===== src/rtl/life_array_grid_pkg.sv =====
// Shared Game-of-Life constants, FSM encodings and the cell update rule.
// Latency: n/a (types and a pure function only).
// Backpressure: n/a.
package life_array_grid_pkg;

  localparam int LIFE_BIRTH   = 3;
  localparam int LIFE_SURVIVE = 2;

  typedef enum logic [1:0] {
    ST_IDLE = 2'd0,
    ST_RUN  = 2'd1,
    ST_DONE = 2'd2
  } state_t;

  // A cell lives next generation on exactly BIRTH neighbours, or SURVIVE if already alive.
  function automatic logic life_rule(input logic cur, input logic [3:0] cnt);
    return (cnt == 4'(LIFE_BIRTH)) || (cur && (cnt == 4'(LIFE_SURVIVE)));
  endfunction

endpackage


===== src/rtl/life_array_grid_cell.sv =====
// One Game-of-Life cell: neighbour count, rule and state flop with load/shift/advance.
// Latency: new state visible one clk after load, shift or adv.
// Backpressure: none; priority is load > shift > adv.
module life_array_grid_cell
  import life_array_grid_pkg::*;
(
  input  logic       clk,
  input  logic       reset,
  input  logic [7:0] nbr,
  input  logic       load,
  input  logic       load_val,
  input  logic       shift,
  input  logic       shift_in,
  input  logic       adv,
  output logic       alive,
  output logic       nxt
);

  logic [3:0] cnt;

  // Count live neighbours and apply the rule to get the candidate next state.
  always_comb begin
    cnt = '0;
    for (int i = 0; i < 8; i++) begin
      cnt = cnt + {3'b000, nbr[i]};
    end
    nxt = life_rule(alive, cnt);
  end

  // State flop: parallel load wins over scan shift, which wins over evolution.
  always_ff @(posedge clk or negedge reset) begin
    if (!reset) begin
      alive <= 1'b0;
    end else if (load) begin
      alive <= load_val;
    end else if (shift) begin
      alive <= shift_in;
    end else if (adv) begin
      alive <= nxt;
    end
  end

endmodule


===== src/rtl/life_array_grid.sv =====
// ROWSxCOLS Game-of-Life tile with optional torus wrap, scan chain, step/run FSM and status.
// Latency: one generation per advancing clk; loads and shifts take effect on the next edge.
// Backpressure: none; write_enb > scan_en > advance, and any load parks the FSM in IDLE.
module life_array_grid
  import life_array_grid_pkg::*;
#(
  parameter int ROWS  = 4,
  parameter int COLS  = 4,
  parameter int WRAP  = 0,
  parameter int GEN_W = 16
) (
  input  logic                 clk,
  input  logic                 reset,
  input  logic [ROWS*COLS-1:0] val,
  input  logic                 write_enb,
  input  logic                 scan_en,
  input  logic                 scan_in,
  output logic                 scan_out,
  input  logic                 run,
  input  logic                 step,
  input  logic [GEN_W-1:0]     gen_limit,
  input  logic [COLS-1:0]      n,
  input  logic [COLS-1:0]      s,
  input  logic [ROWS-1:0]      w,
  input  logic [ROWS-1:0]      e,
  input  logic                 nw,
  input  logic                 ne,
  input  logic                 se,
  input  logic                 sw,
  output logic [ROWS*COLS-1:0] alive,
  output logic [GEN_W-1:0]     gen_count,
  output logic                 done,
  output logic                 still,
  output logic                 empty
);

  localparam int N = ROWS * COLS;

  state_t           state_q;
  state_t           state_d;
  logic             load_any;
  logic             advance;
  logic             limit_hit;
  logic [GEN_W-1:0] gen_inc;
  logic [N-1:0]     next_alive;
  logic [N-1:0]     shift_src;
  // Grid framed by a one-cell halo: [0] and [ROWS+1]/[COLS+1] are the off-grid neighbours.
  logic             ext [0:ROWS+1][0:COLS+1];

  assign load_any  = write_enb | scan_en;
  assign gen_inc   = gen_count + GEN_W'(1);
  assign limit_hit = (gen_limit != '0) && (gen_inc == gen_limit);
  assign shift_src = {scan_in, alive[N-1:1]};
  assign scan_out  = alive[0];
  assign empty     = ~|alive;

  // Build the halo: either wrapped copies of the opposite edge or the stitching ports.
  always_comb begin
    ext = '{default: 1'b0};
    for (int r = 0; r < ROWS; r++) begin
      for (int c = 0; c < COLS; c++) begin
        ext[r+1][c+1] = alive[c*ROWS + r];
      end
    end
    if (WRAP != 0) begin
      for (int c = 0; c < COLS; c++) begin
        ext[0][c+1]      = alive[c*ROWS + ROWS - 1];
        ext[ROWS+1][c+1] = alive[c*ROWS];
      end
      for (int r = 0; r < ROWS; r++) begin
        ext[r+1][0]      = alive[(COLS-1)*ROWS + r];
        ext[r+1][COLS+1] = alive[r];
      end
      ext[0][0]           = alive[N-1];
      ext[0][COLS+1]      = alive[ROWS-1];
      ext[ROWS+1][0]      = alive[(COLS-1)*ROWS];
      ext[ROWS+1][COLS+1] = alive[0];
    end else begin
      for (int c = 0; c < COLS; c++) begin
        ext[0][c+1]      = n[c];
        ext[ROWS+1][c+1] = s[c];
      end
      for (int r = 0; r < ROWS; r++) begin
        ext[r+1][0]      = w[r];
        ext[r+1][COLS+1] = e[r];
      end
      ext[0][0]           = nw;
      ext[0][COLS+1]      = ne;
      ext[ROWS+1][0]      = sw;
      ext[ROWS+1][COLS+1] = se;
    end
  end

  // Cell array, column-major with row 0 at the north edge; the scan chain runs toward index 0.
  for (genvar c = 0; c < COLS; c++) begin : g_col
    for (genvar r = 0; r < ROWS; r++) begin : g_row
      life_array_grid_cell u_cell (
        .clk      (clk),
        .reset    (reset),
        .nbr      ({ext[r][c],   ext[r][c+1],   ext[r][c+2],
                    ext[r+1][c],                ext[r+1][c+2],
                    ext[r+2][c], ext[r+2][c+1], ext[r+2][c+2]}),
        .load     (write_enb),
        .load_val (val[c*ROWS + r]),
        .shift    (scan_en),
        .shift_in (shift_src[c*ROWS + r]),
        .adv      (advance),
        .alive    (alive[c*ROWS + r]),
        .nxt      (next_alive[c*ROWS + r])
      );
    end
  end

  // FSM state register.
  always_ff @(posedge clk or negedge reset) begin
    if (!reset) begin
      state_q <= ST_IDLE;
    end else begin
      state_q <= state_d;
    end
  end

  // FSM next state: loads abort to IDLE; dropping run always returns to IDLE.
  always_comb begin
    state_d = state_q;
    if (load_any) begin
      state_d = ST_IDLE;
    end else begin
      case (state_q)
        ST_IDLE: if (run) state_d = ST_RUN;
        ST_RUN: begin
          if (!run) begin
            state_d = ST_IDLE;
          end else if (limit_hit) begin
            state_d = ST_DONE;
          end
        end
        ST_DONE: if (!run) state_d = ST_IDLE;
        default: state_d = ST_IDLE;
      endcase
    end
  end

  // FSM outputs: RUN advances every cycle, IDLE only on step, DONE never; loads suppress it.
  always_comb begin
    advance = 1'b0;
    if (!load_any) begin
      advance = (state_q == ST_RUN) || ((state_q == ST_IDLE) && step);
    end
    done = (state_q == ST_DONE);
  end

  // Generation counter and still flag restart on any load and update on every advance.
  always_ff @(posedge clk or negedge reset) begin
    if (!reset) begin
      gen_count <= '0;
      still     <= 1'b0;
    end else if (load_any) begin
      gen_count <= '0;
      still     <= 1'b0;
    end else if (advance) begin
      gen_count <= gen_inc;
      still     <= (next_alive == alive);
    end
  end

endmodule


===== config.mk =====
export PLATFORM = sky130hd
export DESIGN_NAME = life_array_grid
export DESIGN_NICKNAME = d
export VERILOG_FILES = /design/src/rtl/life_array_grid_pkg.sv /design/src/rtl/life_array_grid_cell.sv /design/src/rtl/life_array_grid.sv
export SDC_FILE = /design/constraint.sdc
export NUM_CORES = 1
export LEC_CHECK = 0
export BUFFER_PORTS_ARGS = -buffer_cell sky130_fd_sc_hd__buf_2
export CAP_MARGIN = 20
export CORE_ASPECT_RATIO = 1.4
export CORE_MARGIN = 5
export CORE_UTILIZATION = 40
export CTS_BUF_LIST = sky130_fd_sc_hd__clkbuf_4 sky130_fd_sc_hd__clkbuf_8
export DETAILED_ROUTE_END_ITERATION = 10
export PLACE_DENSITY = 0.7
export SLEW_MARGIN = 5
export SYNTH_ARGS = -nofsm -noshare
export SYNTH_HDL_FRONTEND = slang
export SYNTH_SLANG_ARGS = --single-unit

===== constraint.sdc =====
create_clock -name clk -period 4.7 [get_ports clk]
set_input_delay 0.235 -clock clk [delete_from_list [all_inputs] [get_ports clk]]
set_output_delay 0.235 -clock clk [all_outputs]
set_load 0.01 [all_outputs]

==> impl_metrics.env <==
export IMPL_run_status="completed"
export IMPL_synth_compound_area_share_pct=10.6
export IMPL_p_seq_share_pct=10.6
export IMPL_synth_area_leader_cell="fa_1"
export IMPL_power_per_cell_area_nw_per_um2=822
export IMPL_synth_seq_area_share_pct=15.7
export IMPL_yosys_area_share_simple_pct=17.8
export IMPL_num_antenna_cells=0
export IMPL_die_x_um=110
export IMPL_p_sw_share_pct=53.0
export IMPL_ys_flop_type="dfrtp_1"
export IMPL_placed_cell_area_um2=6160
export IMPL_synth_edf_count=0
export IMPL_synthDistinctLibCells=51
export IMPL_worst_ep_arrival_time_ns=4.26
export IMPL_synth_commonest_cells="inv_1, fa_1, nand2_1, ha_1"
export IMPL_fp_coreArea_um2=13800
export IMPL_num_vias=4659
export IMPL_cts_tree="built"
export IMPL_muxShareOfSynthArea_pct=4.66
export IMPL_timing_slew_headroom_pct=46.6
export IMPL_drt_pass1_iterations=4
export IMPL_die_area_um2=16500
export IMPL_drive_gt1_share_pct=18.0
export IMPL_synthAdderAreaFrac_pct=33.9
export IMPL_reg2regPathDepth=15
export IMPL_synthToLayoutAreaGrowth_pct=12.6
export IMPL_startpoint_type="register"
export IMPL_synthArstFlopShare_pct=100
export IMPL_grt_max_degree=36
export IMPL_post_cts_buffers=0
export IMPL_syn_inst=649
export IMPL_grt_pass1_wl_um=23800
export IMPL_start_util_pct=40.4
export IMPL_power_switching_w=0.00274
export IMPL_r2r_start="g_col[1].g_row[2].u_cell.alive"
export IMPL_clock_latency_ns=0.29
export IMPL_hold_path_class="in2async"
export IMPL_final_net_count=898
export IMPL_rr_endpoint="still"
export IMPL_design_area_um2=6290
export IMPL_setup_violations=0
export IMPL_remaining_drc_errors=0
export IMPL_grt_pass1_vias=4803
export IMPL_crit_required_ns=4.87
export IMPL_route_detailed_wl_per_inst_um=16.1
export IMPL_r2r_slack_ns=0.61
export IMPL_synth_seq_cells=35
export IMPL_final_max_slew_violation_count=0
export IMPL_finClkSkew_ns=0.00687
export IMPL_period_minus_slack_ns=4.09
export IMPL_dpl_hpwl_um=12500
export IMPL_drt_wl_total_um=14700
export IMPL_fmax_mhz=244
export IMPL_worstSetupEndpointType="register"
export IMPL_cts_made_buffers=5
export IMPL_yosys_warnings=0
export IMPL_synth_top_family_by_area="adder cells"
export IMPL_ys_top_cells_by_area="fa_1, dfrtp_1, ha_1"
export IMPL_hold_viol_final=0
export IMPL_cts_resized=0
export IMPL_synth_most_common_cell="inv_1"
export IMPL_rows=51
export IMPL_grt_ovfl_total=0
export IMPL_combPwrFrac_pct=83.9
export IMPL_grt_setup_unrepaired="no"
export IMPL_peakVddDrop_mv=0.364
export IMPL_cts_root_buf="clkbuf_8"
export IMPL_cts_hold_buffers=0
export IMPL_htreeDepth=2
export IMPL_syn_area_um2=5590
export IMPL_p_clk_share_pct=5.5
export IMPL_dieHeight_um=150
export IMPL_synth_xor_area_share_pct=5.17
export IMPL_ctsLongestPathBuffers=2
export IMPL_synth_nets=821
export IMPL_p_leak_nw=3.17
export IMPL_drtIter0Drc=256
export IMPL_fin_crit_sh_pct=87.0
export IMPL_clock_sinks=35
export IMPL_avgViaCountPerCell=5.11
export IMPL_netlist_area_leader_share_pct=22.9
export IMPL_grt_use_total_pct=18.5
export IMPL_antenna_found_initial=0
export IMPL_synth_area_per_cell_um2=8.61
export IMPL_numPortBuffers=94
export IMPL_crit_type="reg2reg"
export IMPL_route_antenna_remaining_nets=0
export IMPL_drv_cap=0
export IMPL_p_int_w=0.00243
export IMPL_tightest_slew_ns=0.802
export IMPL_worstPathMaxFanout=9
export IMPL_gp_congestion=0.916
export IMPL_timing_setup_tns_ns=0
export IMPL_pin_count=95
export IMPL_clkTransAtPathRegs_ns=0.08
[state kept, by name, indices dropped and copies added, names as in the netlist]
register	cells
g_col.g_row.u_cell.alive	16
gen_count	16
state_q	2
still	1
[through the flow]
| stage | hold slack, ns | setup slack, ns | util, % | total power [W] | cells |
|---|---|---|---|---|---|
| 2_1_floorplan | -0.0606 | 0.957 | - | 0.00383 | 649 |
| 3_3_place_gp | 0.369 | 0.739 | 44.5 | 0.00475 | 903 |
| 3_5_place_dp | 0.370 | 0.653 | 44.5 | 0.00490 | 903 |
| 4_1_cts | 0.0505 | 0.645 | 45.3 | 0.00521 | 911 |
| 5_1_grt | 0.104 | 0.334 | 45.4 | 0.00595 | 912 |
| 6_report | 0.0295 | 0.609 | 45.4 | 0.00517 | 912 |
[power by group through the flow]
stage | registers [W] | logic [W] | clock network (W)
finish | 0.000548 | 0.00434 | 0.000283
global route | 0.000560 | 0.00509 | 0.000305
CTS | 0.000548 | 0.00437 | 0.000292
detailed placement | 0.000553 | 0.00435 | 0
global placement | 0.000550 | 0.00420 | 0
floorplan | 0.000522 | 0.00331 | 0
[cell usage in the layout (no fill, tap or decap), drive strengths merged, types with 2 or more instances in the layout]
cell type  Yosys  routed
o41ai         11      11
inv          131     131
nor3           5       5
a21oi          7       7
and2           3       3
o311ai         2       2
mux2i         26      26
nand3         11      11
fa            64      64
buf           23     103
nand2         57      57
o21ai         45      45
a211oi        10      10
or4b           9       9
and4           6       6
nor4          14      14
a31oi          7       7
o2111ai        2       2
nand4         13      13
or2            2       2
clkbuf        10       6
xnor2         18      18
ha            49      49
dfrtp         35      35
nor2          45      45
nor2b          9       9
and3           4       4
xor2          15      15
[layout make-up]
| type | count | area, µm² |
|---|---|---|
| inverter | 131 | 492 |
| fill | 1381 | 7550 |
| tap | 185 | 231 |
| multi-input combinational | 450 | 4030 |
| clock inverter | 2 | 35.0 |
| clock buffer | 6 | 82.6 |
| sequential | 35 | 876 |
| timing repair buffer | 103 | 546 |
[how the worst max path moves through the flow]
stage	from	to	slack (ns)	cells after the start
after floorplan	g_col[1].g_row[2].u_cell.alive	still	0.96	13
after global placement	g_col[2].g_row[2].u_cell.alive	still	0.74	13
after detailed placement	g_col[1].g_row[2].u_cell.alive	still	0.65	15
after CTS	g_col[1].g_row[2].u_cell.alive	still	0.65	15
after global routing	g_col[1].g_row[2].u_cell.alive	still	0.33	15
final	g_col[1].g_row[2].u_cell.alive	still	0.61	15
[cells by family (layout without fill, tap and decap cells)]
family	after synthesis	after routing
AO/OA/AOI/OAI	93	93
XOR/XNOR	33	33
adder cells (fa/ha/maj)	113	113
buffers and inverters	164	242
flip-flops	35	35
multiplexers	26	26
AND/OR/NAND/NOR	185	185
[layer usage]
metal	GRT usage (%)	up-vias	part of all wire, %
li1	-	2286	-
met1	20.9	2224	39
met2	34.5	114	53
met3	1.90	35	4.6
met4	7.55	0	3.7
met5	0	-	0
[worst max-delay path, cell delays in order (launching register included)]
cell	delay (ns)
dfrtp_1	0.63
buf_4	0.25
inv_1	0.13
fa_1	0.55
fa_1	0.42
inv_1	0.08
fa_1	0.19
inv_1	0.06
fa_1	0.37
a211oi_1	0.19
mux2i_1	0.15
or4b_2	0.62
nand4_1	0.11
nor4_1	0.06
nand4_1	0.09
o31ai_1	0.06
No activity file was read; power rests on OpenSTA's default activity.
